## src/rtl/pattern_match_ctrl_if.sv

```systemverilog
// rtl/pattern_match_ctrl_if.sv - config/control and serial-bit bundle for pattern_match_ctrl
interface pattern_match_ctrl_if #(
    parameter int PAT_W = 4,
    parameter int CNT_W = 8
);
    logic             cfg_we;
    logic [PAT_W-1:0] cfg_pattern;
    logic [CNT_W-1:0] cfg_target;
    logic             start;
    logic             abort;
    logic             w;
    logic             w_valid;
    logic             z;
    logic [CNT_W-1:0] match_cnt;
    logic             busy;
    logic             done;

    modport master (
        output cfg_we, cfg_pattern, cfg_target, start, abort, w, w_valid,
        input  z, match_cnt, busy, done
    );

    modport slave (
        input  cfg_we, cfg_pattern, cfg_target, start, abort, w, w_valid,
        output z, match_cnt, busy, done
    );
endinterface

```

## src/rtl/pattern_match_ctrl.sv

```systemverilog
// rtl/pattern_match_ctrl.sv - run-controlled programmable serial pattern detector
module pattern_match_ctrl #(
    parameter int PAT_W = 4,
    parameter int CNT_W = 8
) (
    input  logic                 clk,
    input  logic                 reset,
    pattern_match_ctrl_if.slave  bus
);
    localparam int FILL_W = $clog2(PAT_W + 1);
    localparam logic [FILL_W-1:0] FILL_FULL = FILL_W'(PAT_W);

    typedef enum logic [1:0] {S_IDLE, S_RUN, S_DONE} state_t;

    state_t            r_state, w_state_n;
    logic [PAT_W-1:0]  r_pattern, r_shift, w_shift_n;
    logic [CNT_W-1:0]  r_target, r_cnt;
    logic [FILL_W-1:0] r_fill, w_fill_n;
    logic              r_z;
    logic              w_shift_en, w_match, w_hit_target, w_run_start, w_cfg_load;

    // Shift/match evaluation; an abort discards the bit presented with it.
    always_comb begin
        w_shift_n    = {r_shift[PAT_W-2:0], bus.w};
        w_fill_n     = (r_fill == FILL_FULL) ? r_fill : r_fill + FILL_W'(1);
        w_shift_en   = (r_state == S_RUN) && !bus.abort && bus.w_valid;
        w_match      = w_shift_en && (w_fill_n == FILL_FULL) && (w_shift_n == r_pattern);
        // Widened compare so a saturated counter can never alias onto the target.
        w_hit_target = w_match && (r_target != '0) &&
                       (({1'b0, r_cnt} + (CNT_W+1)'(1)) == {1'b0, r_target});
        w_run_start  = (r_state != S_RUN) && bus.start;
        w_cfg_load   = (r_state != S_RUN) && bus.cfg_we;
    end

    // Next-state selection: abort beats target completion, start only outside RUN.
    always_comb begin
        w_state_n = r_state;
        case (r_state)
            S_IDLE:  if (bus.start) w_state_n = S_RUN;
            S_RUN: begin
                if (bus.abort)       w_state_n = S_IDLE;
                else if (w_hit_target) w_state_n = S_DONE;
            end
            S_DONE:  if (bus.start) w_state_n = S_RUN;
            default: w_state_n = S_IDLE;
        endcase
    end

    // State register.
    always_ff @(posedge clk) begin
        if (reset) r_state <= S_IDLE;
        else       r_state <= w_state_n;
    end

    // Config, shift window, fill level, match counter and match pulse.
    always_ff @(posedge clk) begin
        if (reset) begin
            r_pattern <= '0;
            r_target  <= '0;
            r_shift   <= '0;
            r_fill    <= '0;
            r_cnt     <= '0;
            r_z       <= 1'b0;
        end else begin
            r_z <= w_match;
            if (w_cfg_load) begin
                r_pattern <= bus.cfg_pattern;
                r_target  <= bus.cfg_target;
            end
            if (w_run_start) begin
                r_shift <= '0;
                r_fill  <= '0;
                r_cnt   <= '0;
            end else if (w_shift_en) begin
                r_shift <= w_shift_n;
                r_fill  <= w_fill_n;
                if (w_match && (r_cnt != '1)) r_cnt <= r_cnt + CNT_W'(1);
            end
        end
    end

    assign bus.z         = r_z;
    assign bus.match_cnt = r_cnt;
    assign bus.busy      = (r_state == S_RUN);
    assign bus.done      = (r_state == S_DONE);
endmodule

```

## src/flat_wrapper.sv

```systemverilog
// flat-port wrapper written by rule: the top's interface ports become plain ports
module pattern_match_ctrl_flat 
#(
    parameter int PAT_W = 4,
    parameter int CNT_W = 8
)
  (clk, reset, bus_cfg_we, bus_cfg_pattern, bus_cfg_target, bus_start, bus_abort, bus_w, bus_w_valid, bus_z, bus_match_cnt, bus_busy, bus_done);
  pattern_match_ctrl_if #(.PAT_W(PAT_W), .CNT_W(CNT_W)) bus_i ();
  input  logic clk;
  input  logic reset;
  input wire logic [$bits(bus_i.cfg_we)-1:0] bus_cfg_we;
  input wire logic [$bits(bus_i.cfg_pattern)-1:0] bus_cfg_pattern;
  input wire logic [$bits(bus_i.cfg_target)-1:0] bus_cfg_target;
  input wire logic [$bits(bus_i.start)-1:0] bus_start;
  input wire logic [$bits(bus_i.abort)-1:0] bus_abort;
  input wire logic [$bits(bus_i.w)-1:0] bus_w;
  input wire logic [$bits(bus_i.w_valid)-1:0] bus_w_valid;
  output wire logic [$bits(bus_i.z)-1:0] bus_z;
  output wire logic [$bits(bus_i.match_cnt)-1:0] bus_match_cnt;
  output wire logic [$bits(bus_i.busy)-1:0] bus_busy;
  output wire logic [$bits(bus_i.done)-1:0] bus_done;
  assign bus_i.cfg_we = bus_cfg_we;
  assign bus_i.cfg_pattern = bus_cfg_pattern;
  assign bus_i.cfg_target = bus_cfg_target;
  assign bus_i.start = bus_start;
  assign bus_i.abort = bus_abort;
  assign bus_i.w = bus_w;
  assign bus_i.w_valid = bus_w_valid;
  assign bus_z = bus_i.z;
  assign bus_match_cnt = bus_i.match_cnt;
  assign bus_busy = bus_i.busy;
  assign bus_done = bus_i.done;
  pattern_match_ctrl #(.PAT_W(PAT_W), .CNT_W(CNT_W)) u_core (.clk(clk), .reset(reset), .bus(bus_i));
endmodule
```

## config.mk

```make
export PLATFORM = sky130hd
export DESIGN_NAME = pattern_match_ctrl_flat
export DESIGN_NICKNAME = d
export VERILOG_FILES = /design/src/rtl/pattern_match_ctrl_if.sv /design/src/rtl/pattern_match_ctrl.sv /design/src/flat_wrapper.sv
export SDC_FILE = /design/constraint.sdc
export NUM_CORES = 1
export LEC_CHECK = 0
export ABC_AREA = 1
export ABC_CLOCK_PERIOD_IN_PS = 2370
export BUFFER_PORTS_ARGS = -buffer_cell sky130_fd_sc_hd__clkbuf_2
export CAP_MARGIN = 20
export CORE_UTILIZATION = 48
export CTS_CLUSTER_DIAMETER = 50
export DETAILED_ROUTE_END_ITERATION = 8
export PLACE_DENSITY = 0.69
export SLEW_MARGIN = 15
export SYNTH_ARGS = -nofsm -noshare
export SYNTH_HDL_FRONTEND = slang
export SYNTH_SLANG_ARGS = --single-unit
```

## constraint.sdc

```tcl
create_clock -name clk -period 2.37 [get_ports clk]
set_clock_uncertainty 0.1 [all_clocks]
set_input_delay 0.711 -clock clk [delete_from_list [all_inputs] [get_ports clk]]
set_output_delay 0.711 -clock clk [all_outputs]
set_load 0.01 [all_outputs]
```

Word-level counts from Yosys, hierarchy flattened
Index checks and enable logic that the tools add are counted.
W data, S select, Z words.
{"block": "classes", "addsub": 3, "multipliers": 0, "div_mod_pow": 0, "order_cmp": 0, "eq_ne": 10, "shift": 0, "muxes": 5, "bitwise_logic": 0, "reduce_logical": 16}
{"operator": "$add A8 B1 Y9 const B", "count": 1}
{"operator": "$eq A9 B8 Y1", "count": 1}
{"operator": "$logic_and A1 B1 Y1", "count": 9}
{"operator": "$add A8 B1 Y8 const B", "count": 1}
{"operator": "$ne A8 B8 Y1 const B", "count": 1}
{"operator": "$reduce_bool A8 Y1", "count": 1}
{"operator": "$eq A3 B3 Y1 const B", "count": 2}
{"operator": "$mux W2", "count": 3}
{"operator": "$eq A4 B4 Y1", "count": 1}
{"operator": "$ne A2 B1 Y1 const B", "count": 2}
{"operator": "$pmux W2 S2", "count": 1}
{"operator": "$reduce_and A2 Y1", "count": 2}
{"operator": "$reduce_or A2 Y1", "count": 2}
{"operator": "$add A3 B1 Y3 const B", "count": 1}
{"operator": "$mux W3", "count": 1}
{"operator": "$ne A3 B2 Y1 const B", "count": 1}
{"operator": "$eq A2 B1 Y1 const B", "count": 1}
{"operator": "$eq A2 B2 Y1 const B", "count": 1}
{"operator": "$logic_not A2 Y1", "count": 1}
{"operator": "$logic_not A1 Y1", "count": 1}
{"block": "totals", "reg_bits": 29, "latchBits": 0, "mem_bits_rw": 0, "mem_bits_ro": 0, "in_bits": 19, "word_cells": 41, "memories": 0}

Depth between registers and ports, before layout
{"block": "depth", "depth_word": 10, "mapped_depth": 14, "mapped_depth_nobuf": 14}

Worst setup path before layout
No wires, ideal clock.
{"block": "synth_path", "path_kind": "register -> register", "startpoint": "register u_core.r_cnt[0], in the netlist u_core.bus.match_cnt[0]", "endpoint": "register u_core.r_state[0]", "setup_time_ps": 109, "t_arrival_ps": 1508, "required_ps": 2161, "path_slack_ps": 653, "stages_incl_launch_ff": 13, "path_buffers": 0, "period_less_slack_ps": 1717, "cell_sequence": "dfxtp_1 ha_1 nand3_1 o21ai_1 nand2_1 nand2_1 nand2_1 nor2_2 nand3_1 nand2_2 o21ai_1 nand2_1 inv_1"}
{"block": "synth_between", "elab_chain_len": 5}
{"item": "start: declaration", "line": "pattern_match_ctrl.sv:17", "rtl": "logic [CNT_W-1:0] r_target, r_cnt;"}
{"item": "start signal: assignment", "line": "pattern_match_ctrl.sv:77", "rtl": "if (w_match && (r_cnt != '1)) r_cnt <= r_cnt + CNT_W'(1);"}
{"item": "$add A8 B1 Y9", "line": "pattern_match_ctrl.sv:30", "rtl": "(({1'b0, r_cnt} + (CNT_W+1)'(1)) == {1'b0, r_target});"}
{"item": "$eq A9 B8 Y1", "line": "pattern_match_ctrl.sv:30"}
{"item": "$logic_and A1 B1 Y1", "line": "pattern_match_ctrl.sv:29", "rtl": "w_hit_target = w_match && (r_target != '0) &&"}
{"item": "$ne A3 B2 Y1 (no line)"}
{"item": "$reduce_and A2 Y1 (no line)"}
{"item": "end signal: assignment", "line": "pattern_match_ctrl.sv:52", "rtl": "else r_state <= w_state_n;"}
{"item": "end: declaration", "line": "pattern_match_ctrl.sv:15", "rtl": "state_t r_state, w_state_n;"}
No other way between the ends.
A chain may end at the register's enable or synchronous reset.

Worst setup path after layout
{"block": "layout_path", "startpoint": "register u_core.r_state[1]", "endpoint": "output bus_done"}
{"block": "layout_between", "elab_chain_len": 1}
{"item": "$eq A2 B2 Y1", "line": "pattern_match_ctrl.sv:85", "rtl": "assign bus.done = (r_state == S_DONE);"}
{"item": "end: declaration", "line": "flat_wrapper.sv:21", "rtl": "output wire logic [$bits(bus_i.done)-1:0] bus_done;"}
No other way between the ends.

==> flow_metrics.env <==
export IMPL_port_buffers=29
export IMPL_synth_compound_area_share_pct=17.3
export IMPL_crit_fanout=2
export IMPL_synth_cells=237
export IMPL_finalPower_w=0.000984
export IMPL_final_common_cell="nand2_1"
export IMPL_grt_use_met1_pct=30.5
export IMPL_hp_class="flip-flop to flip-flop"
export IMPL_synth_adder_area_share_pct=2.35
export IMPL_vdd_ir_drop_worst_mv=0.357
export IMPL_ctsHoldBuffers=0
export IMPL_cp_start_kind="flip-flop"
export IMPL_post_drt_wl_per_cell_um=10.4
export IMPL_cp_end_kind="primary output"
export IMPL_synthXorXnorAreaFrac_pct=1.10
export IMPL_root_buffer="clkbuf_4"
export IMPL_finalSetupViolations=0
export IMPL_place_ws_ps=396
export IMPL_layout_nets=292
export IMPL_critPathMaxStageDelay_ps=440
export IMPL_synthArstFlopShare_pct=0
export IMPL_cts_root_to_sink_buffers=2
export IMPL_area_growth_pct=15.7
export IMPL_worstPathArrival_ps=1110
export IMPL_synthSimpleGateAreaFrac_pct=32.6
export IMPL_grt_pass1_vias=1265
export IMPL_grt_busiest_layer="met2"
export IMPL_hold_depth=2
export IMPL_met3_usage_pct=6.55
export IMPL_overflow=0
export IMPL_postCtsSetupRepairBufs=0
export IMPL_vias=1507
export IMPL_rsz0062_at_grt="false"
export IMPL_clk_pin_slew_ps=100
export IMPL_synthMuxAreaShare_pct=0
export IMPL_worstMarginPinSlew_ps=600
export IMPL_grt_usage_pct=21.9
export IMPL_die_area_mm2=0.00356
export IMPL_synth_edf_count=0
export IMPL_cts_sinks=29
export IMPL_critical_path_class="flip-flop to primary output"
export IMPL_ff2ff_path_depth=12
export IMPL_fillers=320
export IMPL_gp_congestion=0.876
export IMPL_viasPerCell=4.80
export IMPL_antennaDiodeCount=0
export IMPL_cts_tree="built"
export IMPL_grt_max_degree=24
export IMPL_critPathRequiredTime_ps=1560
export IMPL_antenna_left=0
export IMPL_hold_viol=0
export IMPL_remaining_drc_errors=0
export IMPL_drt_initial_drc_count=91
export IMPL_hpwl_mm=2.64
export IMPL_num_rows=20
export IMPL_post_route_min_period_ps=1920
export IMPL_start_util_pct=51.4
export IMPL_ys_warn_count=0
export IMPL_insertion_delay_ps=320
export IMPL_die_h_um=59.6
export IMPL_final_cell_mix="nand2_1, inv_1, clkbuf_2, dfxtp_1"
export IMPL_dp_cells=307
export IMPL_antenna_found_initial=0
export IMPL_drt_wl_total_mm=3.26
export IMPL_fmax_mhz=520
export IMPL_htree_levels=2
export IMPL_fp_dieW_um=59.6
export IMPL_final_cells=314
export IMPL_cts_buffers=5
export IMPL_powerDensity_mw_per_mm2=534
export IMPL_worstPathCellList="inv_1 > nor2_1 > clkbuf_2"
export IMPL_first_pass_iters=4
export IMPL_io_pins=30
export IMPL_report_final_slew_viol_count=0
export IMPL_grtUsageMet2_pct=31.8
export IMPL_drive_above_1_share_pct=20.7
export IMPL_leakage_nw=0.815
export IMPL_netlist_area_mm2=0.00159
export IMPL_post_cts_resized=0
export IMPL_syn_area_per_cell_um2=6.73
export IMPL_synth_top_family_by_area="simple AND/OR/NAND/NOR gates"
export IMPL_final_setup_worst_slack_ps=448
export IMPL_period_share_pct=81.1
export IMPL_synth_cell_types=28
export IMPL_status="finished, final reports clean"
export IMPL_finalCoreUtilization_pct=59.4
export IMPL_grt_pass1_wl_mm=5.64
export IMPL_critPathSlowestCell="dfxtp_1"
export IMPL_ys_seq_area_share_pct=36.4
export IMPL_synth_ff_latch_count=29
export IMPL_maxSlewHeadroom_pct=59.9
export IMPL_ys_flop_type="dfxtp_1"
export IMPL_tns_ps=0
export IMPL_synth_nets=259
export IMPL_core_mm2=0.00310
export IMPL_maxCapViolations=0
[flip-flops by register name (all words and copies together) (netlist names)]
| signal | cells |
|---|---|
| u_core.bus.match_cnt | 8 |
| u_core.r_pattern | 4 |
| u_core.r_state | 2 |
| u_core.r_shift | 3 |
| u_core.r_target | 8 |
| u_core.r_fill | 3 |
| u_core.bus.z | 1 |
[metal layers]
metal  part of all wire (%)  vias up
li1                       -      832
met1                     51      624
met2                     42       49
met3                    6.1        2
met4                   0.58        0
met5                      0        -
[final cells by class]
class,count,area [um2],area share [%]
well taps,44,55.1,2.99
inverters,38,143,7.73
flip-flops and latches,29,581,31.5
clock buffers,7,55.1,2.99
multi-input cells,165,851,46.1
repair buffers,31,160,8.68
[path summary, 6_finish.rpt]
| check | end | slack, ps | start |
|---|---|---|---|
| min | u_core.r_shift[2] | 370 | u_core.r_shift[2] |
| max reg2reg | u_core.r_state[0] | 590 | u_core.bus.match_cnt[1] |
| max | bus_done | 450 | u_core.r_state[1] |
| min reg2reg | u_core.r_shift[2] | 370 | u_core.r_shift[2] |
[critical path: cells and delay by family (launching register included)]
kind,cells,cell delay [ps]
buffers and inverters,2,240
DFF,1,440
and+or+nand+nor,1,120
[Yosys cell counts (2+ instances only)]
cell,n,area [um2]
o21ai_0,23,115
a21oi_1,23,115
inv_1,31,116
dfxtp_1,29,581
nand2_1,50,188
nand3_1,23,115
nor2_1,21,78.8
nor2_2,4,25.0
nor2_4,2,22.5
nand2_2,2,12.5
ha_1,3,37.5
clkbuf_1,3,11.3
clkinv_1,2,7.51
inv_2,5,18.8
o21ai_1,3,15.0
[power breakdown]
group / internal (W) / total, W / switching [W] / leakage (nW)
logic: 0.0000600 / 0.000153 / 0.0000933 / 0.547
registers: 0.000512 / 0.000529 / 0.0000175 / 0.237
clock network: 0.000140 / 0.000302 / 0.000162 / 0.0314
total: 0.000711 / 0.000984 / 0.000273 / 0.815
[logic make-up (layout without fill, tap and decap cells)]
family / after synthesis / in the layout
xor gates and xnor gates: 2 / 2
AOI/OAI and AO/OA: 52 / 52
adders and majority gates: 3 / 3
DFF: 29 / 29
and+or+nand+nor: 108 / 108
buffers and inverters: 43 / 76
[stage by stage]
| stage | hold slack (ps) | instance area [um2] |
|---|---|---|
| 3_5_place_dp | 361 | 1790 |
| 3_3_place_gp | 352 | 1790 |
| 2_1_floorplan | 342 | 1590 |
| 6_report | 374 | 1840 |
| 5_1_grt | 405 | 1840 |
| 4_1_cts | 375 | 1840 |
No activity file was read; power rests on OpenSTA's default activity.
